--- src/rtl/branch_seq_ctrl.sv ---
// ID-stage branch sequencer: operand-hazard stall, comparator select, redirect and delay-slot tracking.
// Optional statistics counters are built when BR_STATS_EN is defined.
module branch_seq_ctrl #(
    parameter int unsigned MAX_STALL = 8
`ifdef BR_STATS_EN
    ,
    parameter int unsigned CNT_W = 16
`endif
) (
    input  logic             clk,
    input  logic             reset,
    input  logic             id_valid,
    input  logic [2:0]       id_br_type,
    input  logic             rs_ready,
    input  logic             rt_ready,
    input  logic             freeze,
    input  logic             flush,
    input  logic             cmp_taken,
    output logic [2:0]       cmp_br,
    output logic             br_take,
    output logic             stall,
    output logic             in_dslot,
    output logic             stall_err,
    output logic             dslot_br_err
`ifdef BR_STATS_EN
    ,
    output logic [CNT_W-1:0] br_total,
    output logic [CNT_W-1:0] br_taken_cnt,
    output logic [CNT_W-1:0] br_stall_cyc
`endif
);

    localparam int unsigned WCW = $clog2(MAX_STALL + 1);

    typedef enum logic [1:0] {
        ST_IDLE  = 2'd0,
        ST_WAIT  = 2'd1,
        ST_DSLOT = 2'd2
    } stateT;

    stateT          state;
    stateT          nextState;
    logic [WCW-1:0] waitCnt;
    logic [WCW-1:0] nextWaitCnt;
    logic [2:0]     effType;
    logic           isBranch;
    logic           needRt;
    logic           ready;
    logic           resolve;
    logic           setStallErr;
    logic           setDslotErr;

    // Reserved type 7 decodes as "no branch"
    assign effType  = (id_br_type == 3'd7) ? 3'd0 : id_br_type;
    assign isBranch = id_valid && (effType != 3'd0);
    assign needRt   = (effType == 3'd1) || (effType == 3'd2);
    assign ready    = rs_ready && (!needRt || rt_ready);

    always_comb begin
        nextState   = state;
        nextWaitCnt = waitCnt;
        cmp_br      = 3'd0;
        br_take     = 1'b0;
        stall       = 1'b0;
        resolve     = 1'b0;
        setStallErr = 1'b0;
        setDslotErr = 1'b0;

        if (flush) begin
            nextState   = ST_IDLE;
            nextWaitCnt = '0;
        end else begin
            unique case (state)
                ST_IDLE: begin
                    if (isBranch) begin
                        if (!ready) begin
                            stall = 1'b1;
                            if (!freeze) begin
                                nextState   = ST_WAIT;
                                nextWaitCnt = WCW'(1);
                            end
                        end else if (!freeze) begin
                            resolve     = 1'b1;
                            nextState   = ST_DSLOT;
                            nextWaitCnt = '0;
                        end
                    end
                end
                ST_WAIT: begin
                    if (!isBranch) begin
                        nextState   = ST_IDLE;
                        nextWaitCnt = '0;
                    end else if (freeze) begin
                        stall       = 1'b1;
                        setStallErr = !ready && (waitCnt == WCW'(MAX_STALL));
                    end else if (ready) begin
                        resolve     = 1'b1;
                        nextState   = ST_DSLOT;
                        nextWaitCnt = '0;
                    end else begin
                        stall = 1'b1;
                        if (waitCnt == WCW'(MAX_STALL)) begin
                            setStallErr = 1'b1;
                        end else begin
                            nextWaitCnt = waitCnt + WCW'(1);
                        end
                    end
                end
                ST_DSLOT: begin
                    // A branch in the slot is never resolved, only flagged
                    setDslotErr = isBranch;
                    if (id_valid && !freeze) begin
                        nextState = ST_IDLE;
                    end
                end
                default: begin
                    nextState   = ST_IDLE;
                    nextWaitCnt = '0;
                end
            endcase
        end

        if (resolve) begin
            cmp_br  = effType;
            br_take = cmp_taken;
        end

        if (!reset) begin
            cmp_br  = 3'd0;
            br_take = 1'b0;
            stall   = 1'b0;
            resolve = 1'b0;
        end
    end

    always_ff @(posedge clk or negedge reset) begin
        if (!reset) begin
            state        <= ST_IDLE;
            waitCnt      <= '0;
            in_dslot     <= 1'b0;
            stall_err    <= 1'b0;
            dslot_br_err <= 1'b0;
        end else begin
            state    <= nextState;
            waitCnt  <= nextWaitCnt;
            in_dslot <= (nextState == ST_DSLOT);
            if (setStallErr) begin
                stall_err <= 1'b1;
            end
            if (setDslotErr) begin
                dslot_br_err <= 1'b1;
            end
        end
    end

`ifdef BR_STATS_EN
    localparam logic [CNT_W-1:0] CNT_MAX = '1;

    // Saturating branch statistics
    always_ff @(posedge clk or negedge reset) begin
        if (!reset) begin
            br_total     <= '0;
            br_taken_cnt <= '0;
            br_stall_cyc <= '0;
        end else begin
            if (resolve && (br_total != CNT_MAX)) begin
                br_total <= br_total + CNT_W'(1);
            end
            if (resolve && br_take && (br_taken_cnt != CNT_MAX)) begin
                br_taken_cnt <= br_taken_cnt + CNT_W'(1);
            end
            if (stall && (br_stall_cyc != CNT_MAX)) begin
                br_stall_cyc <= br_stall_cyc + CNT_W'(1);
            end
        end
    end
`endif

endmodule
--- config.mk ---
export PLATFORM = sky130hd
export DESIGN_NAME = branch_seq_ctrl
export DESIGN_NICKNAME = d
export VERILOG_FILES = /design/src/rtl/branch_seq_ctrl.sv
export SDC_FILE = /design/constraint.sdc
export NUM_CORES = 1
export LEC_CHECK = 0
export CAP_MARGIN = 20
export CELL_PAD_IN_SITES_DETAIL_PLACEMENT = 1
export CELL_PAD_IN_SITES_GLOBAL_PLACEMENT = 2
export CORE_MARGIN = 5
export CORE_UTILIZATION = 27
export CTS_CLUSTER_DIAMETER = 30
export DETAILED_ROUTE_END_ITERATION = 7
export PLACE_DENSITY_LB_ADDON = 0.1
export SLEW_MARGIN = 10
export SYNTH_ARGS = -nofsm -noshare
export SYNTH_HDL_FRONTEND = slang
export SYNTH_SLANG_ARGS = --single-unit
--- constraint.sdc ---
create_clock -name clk -period 3.05 [get_ports clk]
set_clock_uncertainty 0.05 [all_clocks]
set_input_delay 0.4575 -clock clk [delete_from_list [all_inputs] [get_ports clk]]
set_output_delay 0.4575 -clock clk [all_outputs]
set_load 0.02 [all_outputs]
==> impl_metrics.py, run 1 <==
metrics = {
    "setup_path": {
        "crit_slowest_cell": "clkdlybuf4s50_1",
        "cp-start-kind": "input pin",
        "crit_type": "in -> out",
        "worst-path-buf-inv": 2,
        "cp.required_ns": 2.54,
        "crit_chain": "clkdlybuf4s50_1 -> a21bo_2 -> a21oi_1 -> and4b_1 -> nor2b_1 -> dlymetal6s2s_1",
        "regToRegStartpoint": "state[1]",
        "max_stage_delay_ns": 0.54,
        "r2r_cells": 6,
        "rrSetupSlack_ns": 1.05,
        "path_max_fanout": 5,
        "r2r-end": "waitCnt[3]",
        "critPathArrivalTime_ns": 2.13,
        "critPathTopFamily": "buffers and inverters",
        "end_kind": "primary output",
    },
    "final_layout": {
        "syn_to_final_growth_pct": 48.4,
        "n_antenna_cell": 0,
        "stdcell_area_um2": 882,
        "drive_gt1_frac": 0.128,
        "final_nets": 108,
    },
    "job": {
        "maxCapViolations": 0,
    },
    "cts": {
        "clockRootBuffer": "clkbuf_4",
        "clkLatencyLatePin_ns": 0.27,
        "cts_buffers": 3,
        "clock-sinks": 9,
        "postCtsHoldBufs": 0,
        "cts_tree": "done",
        "clock_path_buffers": 2,
        "cts_setup_buffers": 0,
        "h-tree-depth": 1,
        "path_clk_slew_ns": 0.06,
    },
    "grt": {
        "grtUsageTotal": 0.106,
        "grt_pass1_wl_um": 2620,
        "grt_max_degree": 10,
        "grt_pass1_vias": 564,
        "grt_overflow_total": 0,
        "antenna_found_initial": 0,
    },
    "route": {
        "vias": 579,
        "drc": 0,
        "wl_um": 1630,
        "viasPerCell": 4.75,
        "ant_nets": 0,
        "wl_per_cell_um": 13.4,
        "drt-initial-drc-count": 9,
        "firstDrtPassIters": 3,
    },
    "timing": {
        "holdWs_ns": 0.408,
        "maxSlewViolCount": 0,
        "rsz0062_at_grt": "false",
        "max_freq_ghz": 0.379,
        "setup_violations": 0,
        "final-hold-violation-count": 0,
        "slew_headroom": 0.802,
        "timing.final.crit_share": 0.865,
        "fin_crit_ns": 2.64,
        "setup-tns-final_ns": 0,
        "tightest_slew_ns": 0.295,
        "layout_setup_ws_ns": 0.412,
    },
    "yosys": {
        "syn_avg_cell_area_um2": 8.74,
        "synth_nets": 81,
        "synth_top_family_by_area": "simple AND/OR/NAND/NOR gates",
        "synth_cells": 68,
        "ys_types": 28,
        "synthArstFlopShare": 1.00,
        "synthAdderAreaFrac": 0.0421,
        "yosysSeqAreaShare": 0.379,
        "yosys.area_share.simple": 0.295,
        "synth_compound_area_frac": 0.171,
        "synth.ff_latch_count": 9,
        "muxShareOfSynthArea": 0.0547,
        "synth-xor-area-share": 0.0147,
        "yosys_warnings": 0,
        "ys.flop_type": "dfrtp_1",
        "synth_edf_count": 0,
        "syn_area_um2": 594,
    },
    "placed_design": {
        "io_buffers": 18,
        "dp_worst_setup_slack_ns": 0.0285,
        "dp_hpwl_um": 1300,
        "place_area_um2": 843,
        "place_congestion": 0.733,
    },
    "power": {
        "p_per_area_nw_per_um2": 345,
        "peakVddDrop_v": 0.000218,
        "power_leakage_nw": 0.489,
    },
    "hold_path": {
        "worstHoldStart": "dslot_br_err",
        "holdPathEnd": "dslot_br_err",
        "hold_depth": 1,
        "min_path_type": "reg -> reg",
    },
    "die": {
        "die-area_um2": 3240,
        "initial_core_util": 0.277,
        "fp-row-count": 17,
        "ioPinCount": 19,
        "coreArea_um2": 2150,
        "die_h_um": 56.9,
        "fp.dieW_um": 56.9,
    },
    "run_status": {
        "status": "finished clean",
    },
}
-- flip-flops by register name, indices dropped and copies added, names as in the netlist --
signal,count
dslot_br_err,1
in_dslot,1
stall_err,1
state,2
waitCnt,4
-- worst max-delay path by stage --
| stage | start | to | slack [ns] | cells after the start |
|---|---|---|---|---|
| finish | id_br_type[0] | cmp_br[0] | 0.41 | 6 |
| detailed placement | id_br_type[0] | cmp_br[2] | 0.03 | 6 |
| global placement | id_br_type[0] | cmp_br[2] | 0.01 | 6 |
| CTS | id_br_type[0] | cmp_br[1] | 0.02 | 6 |
| floorplan | id_br_type[0] | stall | 0.86 | 3 |
| global route | id_br_type[0] | cmp_br[0] | 0.26 | 6 |
-- where the power goes --
group | leakage [nW] | internal [W] | switching [W]
Combinational | 0.352 | 0.0000403 | 0.0000368
Sequential | 0.122 | 0.000126 | 0.00000487
Clock | 0.0150 | 0.0000507 | 0.0000459
-- cell usage after synthesis, types with 2 or more instances --
| cell type | count | area [um^2] |
|---|---|---|
| nand2b_1 | 2 | 12.5 |
| a21oi_1 | 7 | 35.0 |
| dfrtp_1 | 9 | 225 |
| a21o_1 | 2 | 15.0 |
| and3_1 | 2 | 12.5 |
| nor2_1 | 10 | 37.5 |
| ha_1 | 2 | 25.0 |
| nand2_1 | 6 | 22.5 |
| inv_1 | 4 | 15.0 |
| nand3_1 | 6 | 30.0 |
-- kinds of logic (layout without fill, tap and decap cells) --
kind of cell | count (synthesis) | in the layout
xor gates and xnor gates | 1 | 1
and+or+nand+nor | 33 | 33
AOI/OAI and AO/OA | 14 | 14
muxes | 3 | 3
buffers and inverters | 6 | 32
DFF | 9 | 9
adders and majority gates | 2 | 2
-- metrics by stage --
stage | utilization | total power [W] | instances
floorplan | - | 0.000167 | 68
global placement | 0.393 | 0.000211 | 118
detailed placement | 0.393 | 0.000211 | 118
CTS | 0.405 | 0.000308 | 122
global route | 0.411 | 0.000325 | 122
finish | 0.411 | 0.000304 | 122
-- worst reg2reg max path: stages (launching register included) --
cell	delay [ns]
dfrtp_1	0.39
nand2b_1	0.14
a21oi_1	0.20
buf_4	0.16
mux2_2	0.38
or4b_1	0.51
nand3_1	0.10
-- layer usage --
| layer | vias up | share of wire | GRT usage |
|---|---|---|---|
| met1 | 272 | 0.47 | 0.138 |
| met4 | 0 | 0.012 | 0.0497 |
| met3 | 4 | 0.041 | 0.0368 |
| met5 | - | 0 | 0 |
| li1 | 292 | - | - |
| met2 | 11 | 0.47 | 0.157 |
-- cells in the final DEF, fill, tap and decap left out --
cell type / Yosys / routed
a21bo_2: 1 / 1
a21boi_1: 1 / 1
a21o_1: 2 / 2
a21oi_1: 7 / 7
and2_1: 1 / 1
and3_1: 2 / 2
and4_1: 1 / 1
and4b_1: 1 / 1
buf_4: 1 / 6
clkbuf_1: 0 / 1
clkbuf_4: 0 / 3
clkdlybuf4s50_1: 0 / 13
dfrtp_1: 9 / 9
dlymetal6s2s_1: 0 / 5
ha_1: 2 / 2
inv_1: 4 / 4
mux2_1: 1 / 1
mux2_2: 1 / 1
mux2i_1: 1 / 1
nand2_1: 6 / 6
nand2b_1: 2 / 2
nand3_1: 6 / 6
nor2_1: 10 / 10
nor2b_1: 1 / 1
nor4b_1: 1 / 1
nor4bb_1: 1 / 1
o21ai_0: 1 / 1
o21bai_1: 1 / 1
o31ai_4: 1 / 1
or4b_1: 1 / 1
xnor2_1: 1 / 1
-- area by class of cell --
class / instances / area, um^2
Sequential cell: 9 / 225
Inverter: 4 / 15.0
Fill cell: 258 / 1270
Multi-Input combinational cell: 53 / 343
Clock buffer: 4 / 26.3
Timing Repair Buffer: 24 / 238
Tap cell: 28 / 35.0
-- timing repair --
action / in CTS / in global routing
gates resized for setup: 0 / 5
setup endpoints to repair: 0 / 5
hold endpoints to repair: 0 / 0
No activity file was read; power rests on OpenSTA's default activity.
==> run 2: changes to the inputs <==
- CORE_MARGIN: 5 -> unset
==> impl_metrics.py, run 2 (same netlist as run 1, synthesis figures left out) <==
metrics = {
    "timing": {
        "holdWs_ns": 0.373,
        "setup-tns-final_ns": 0,
        "timing.final.crit_share": 0.900,
        "layout_setup_ws_ns": 0.305,
        "fin_crit_ns": 2.75,
        "maxSlewViolCount": 0,
        "setup_violations": 0,
        "tightest_slew_ns": 0.266,
        "slew_headroom": 0.820,
        "max_freq_ghz": 0.364,
        "rsz0062_at_grt": "false",
        "final-hold-violation-count": 0,
    },
    "grt": {
        "grt_max_degree": 8,
        "grt_pass1_vias": 654,
        "grtUsageTotal": 0.164,
        "grt_overflow_total": 0,
        "antenna_found_initial": 0,
        "grt_pass1_wl_um": 2930,
    },
    "setup_path": {
        "r2r-end": "waitCnt[0]",
        "path_max_fanout": 5,
        "critPathTopFamily": "buffers and inverters",
        "max_stage_delay_ns": 0.57,
        "crit_chain": "clkdlybuf4s50_1 -> a21bo_2 -> a21oi_2 -> and4b_1 -> nor2b_1 -> dlygate4sd2_1",
        "cp.required_ns": 2.54,
        "cp-start-kind": "input pin",
        "rrSetupSlack_ns": 1.10,
        "end_kind": "primary output",
        "regToRegStartpoint": "state[1]",
        "worst-path-buf-inv": 2,
        "critPathLaunch": "id_br_type[0]",
        "critPathArrivalTime_ns": 2.24,
        "crit_slowest_cell": "clkdlybuf4s50_1",
        "r2r_cells": 6,
        "crit_type": "in -> out",
    },
    "route": {
        "vias": 574,
        "firstDrtPassIters": 3,
        "drc": 0,
        "viasPerCell": 4.74,
        "wl_per_cell_um": 13.5,
        "ant_nets": 0,
        "wl_um": 1640,
        "drt-initial-drc-count": 9,
    },
    "die": {
        "initial_core_util": 0.294,
        "ioPinCount": 19,
        "fp-row-count": 16,
        "die-area_um2": 2390,
        "die_h_um": 48.9,
        "coreArea_um2": 2020,
        "fp.dieW_um": 48.9,
    },
    "cts": {
        "cts_setup_buffers": 0,
        "clockRootBuffer": "clkbuf_4",
        "clock_path_buffers": 2,
        "cts_tree": "done",
        "h-tree-depth": 1,
        "clkLatencyLatePin_ns": 0.27,
        "clock-sinks": 9,
        "cts_buffers": 3,
        "path_clk_slew_ns": 0.07,
        "postCtsHoldBufs": 0,
        "cts-resized-gates": 2,
    },
    "final_layout": {
        "syn_to_final_growth_pct": 49.5,
        "n_antenna_cell": 0,
        "largest_reg_flops": 4,
        "final_common_cell": "clkdlybuf4s50_1",
        "final_cell_mix": "clkdlybuf4s50_1 (13), nor2_1 (10), dfrtp_1 (9)",
        "largest_register": "waitCnt",
        "top_regs": "waitCnt (4), state (2)",
        "drive_gt1_frac": 0.149,
        "final_nets": 108,
        "fillers": 242,
    },
    "power": {
        "power_leakage_nw": 0.481,
        "totalPowerFinal_w": 0.000304,
        "p_per_area_nw_per_um2": 342,
        "peakVddDrop_v": 0.000173,
    },
    "placed_design": {
        "place_congestion": 0.779,
        "io_buffers": 18,
        "dp_hpwl_um": 1270,
        "dp_worst_setup_slack_ns": 0.00970,
    },
    "job": {
        "maxCapViolations": 0,
    },
    "hold_path": {
        "min_path_type": "in -> async",
    },
    "run_status": {
        "status": "finished clean",
    },
}
-- run 2: cell count changes in the layout (fill, tap and decap cells not counted) --
| cell | before | now |
|---|---|---|
| a21oi_2 | 0 | 1 |
| a21oi_1 | 7 | 6 |
| xnor2_2 | 0 | 1 |
| dlymetal6s2s_1 | 5 | 4 |
| xnor2_1 | 1 | 0 |
| dlygate4sd2_1 | 0 | 1 |
-- run 2: routing by layer --
| metal | track usage | vias up | share of wire |
|---|---|---|---|
| li1 | - | 290 | - |
| met1 | 0.213 | 263 | 0.47 |
| met2 | 0.238 | 16 | 0.46 |
| met3 | 0.0654 | 5 | 0.053 |
| met4 | 0.0735 | 0 | 0.019 |
| met5 | 0 | - | 0 |
-- run 2: worst reg2reg max path, cell delays in order (launching register included) --
cell	delay (ns)
dfrtp_1	0.39
nand2b_1	0.16
a21oi_2	0.16
buf_4	0.15
mux2_2	0.36
a21oi_1	0.21
mux2_1	0.36
-- run 2: through the flow --
step           area [um^2]  std cells   util
2_1_floorplan          594         68      -
3_3_place_gp           842        117  0.416
3_5_place_dp           842        117  0.416
4_1_cts                871        121  0.431
5_1_grt                888        121  0.439
6_report               888        121  0.439
-- run 2: where the power goes --
group	switching (W)	internal (W)	leakage, nW
clock	0.0000441	0.0000505	0.0150
combinational	0.0000376	0.0000413	0.344
sequential	0.00000470	0.000126	0.122
-- run 2: how the worst max path moves through the flow --
stage | endpoint | slack, ns | cells past startpoint
floorplan | stall | 0.86 | 3
global placement | cmp_br[2] | 0.006 | 6
detailed placement | cmp_br[0] | 0.01 | 6
CTS | cmp_br[2] | 0.03 | 7
global route | cmp_br[0] | 0.20 | 6
finish | cmp_br[0] | 0.30 | 6
-- run 2: cell type report --
class                   count  area [um^2]  share of cell area
clock buffers               4         26.3              0.0296
flip-flops and latches      9          225               0.254
well taps                  27         33.8              0.0380
multi-input cells          53          354               0.399
inverters                   4         15.0              0.0169
repair buffers             24          234               0.263
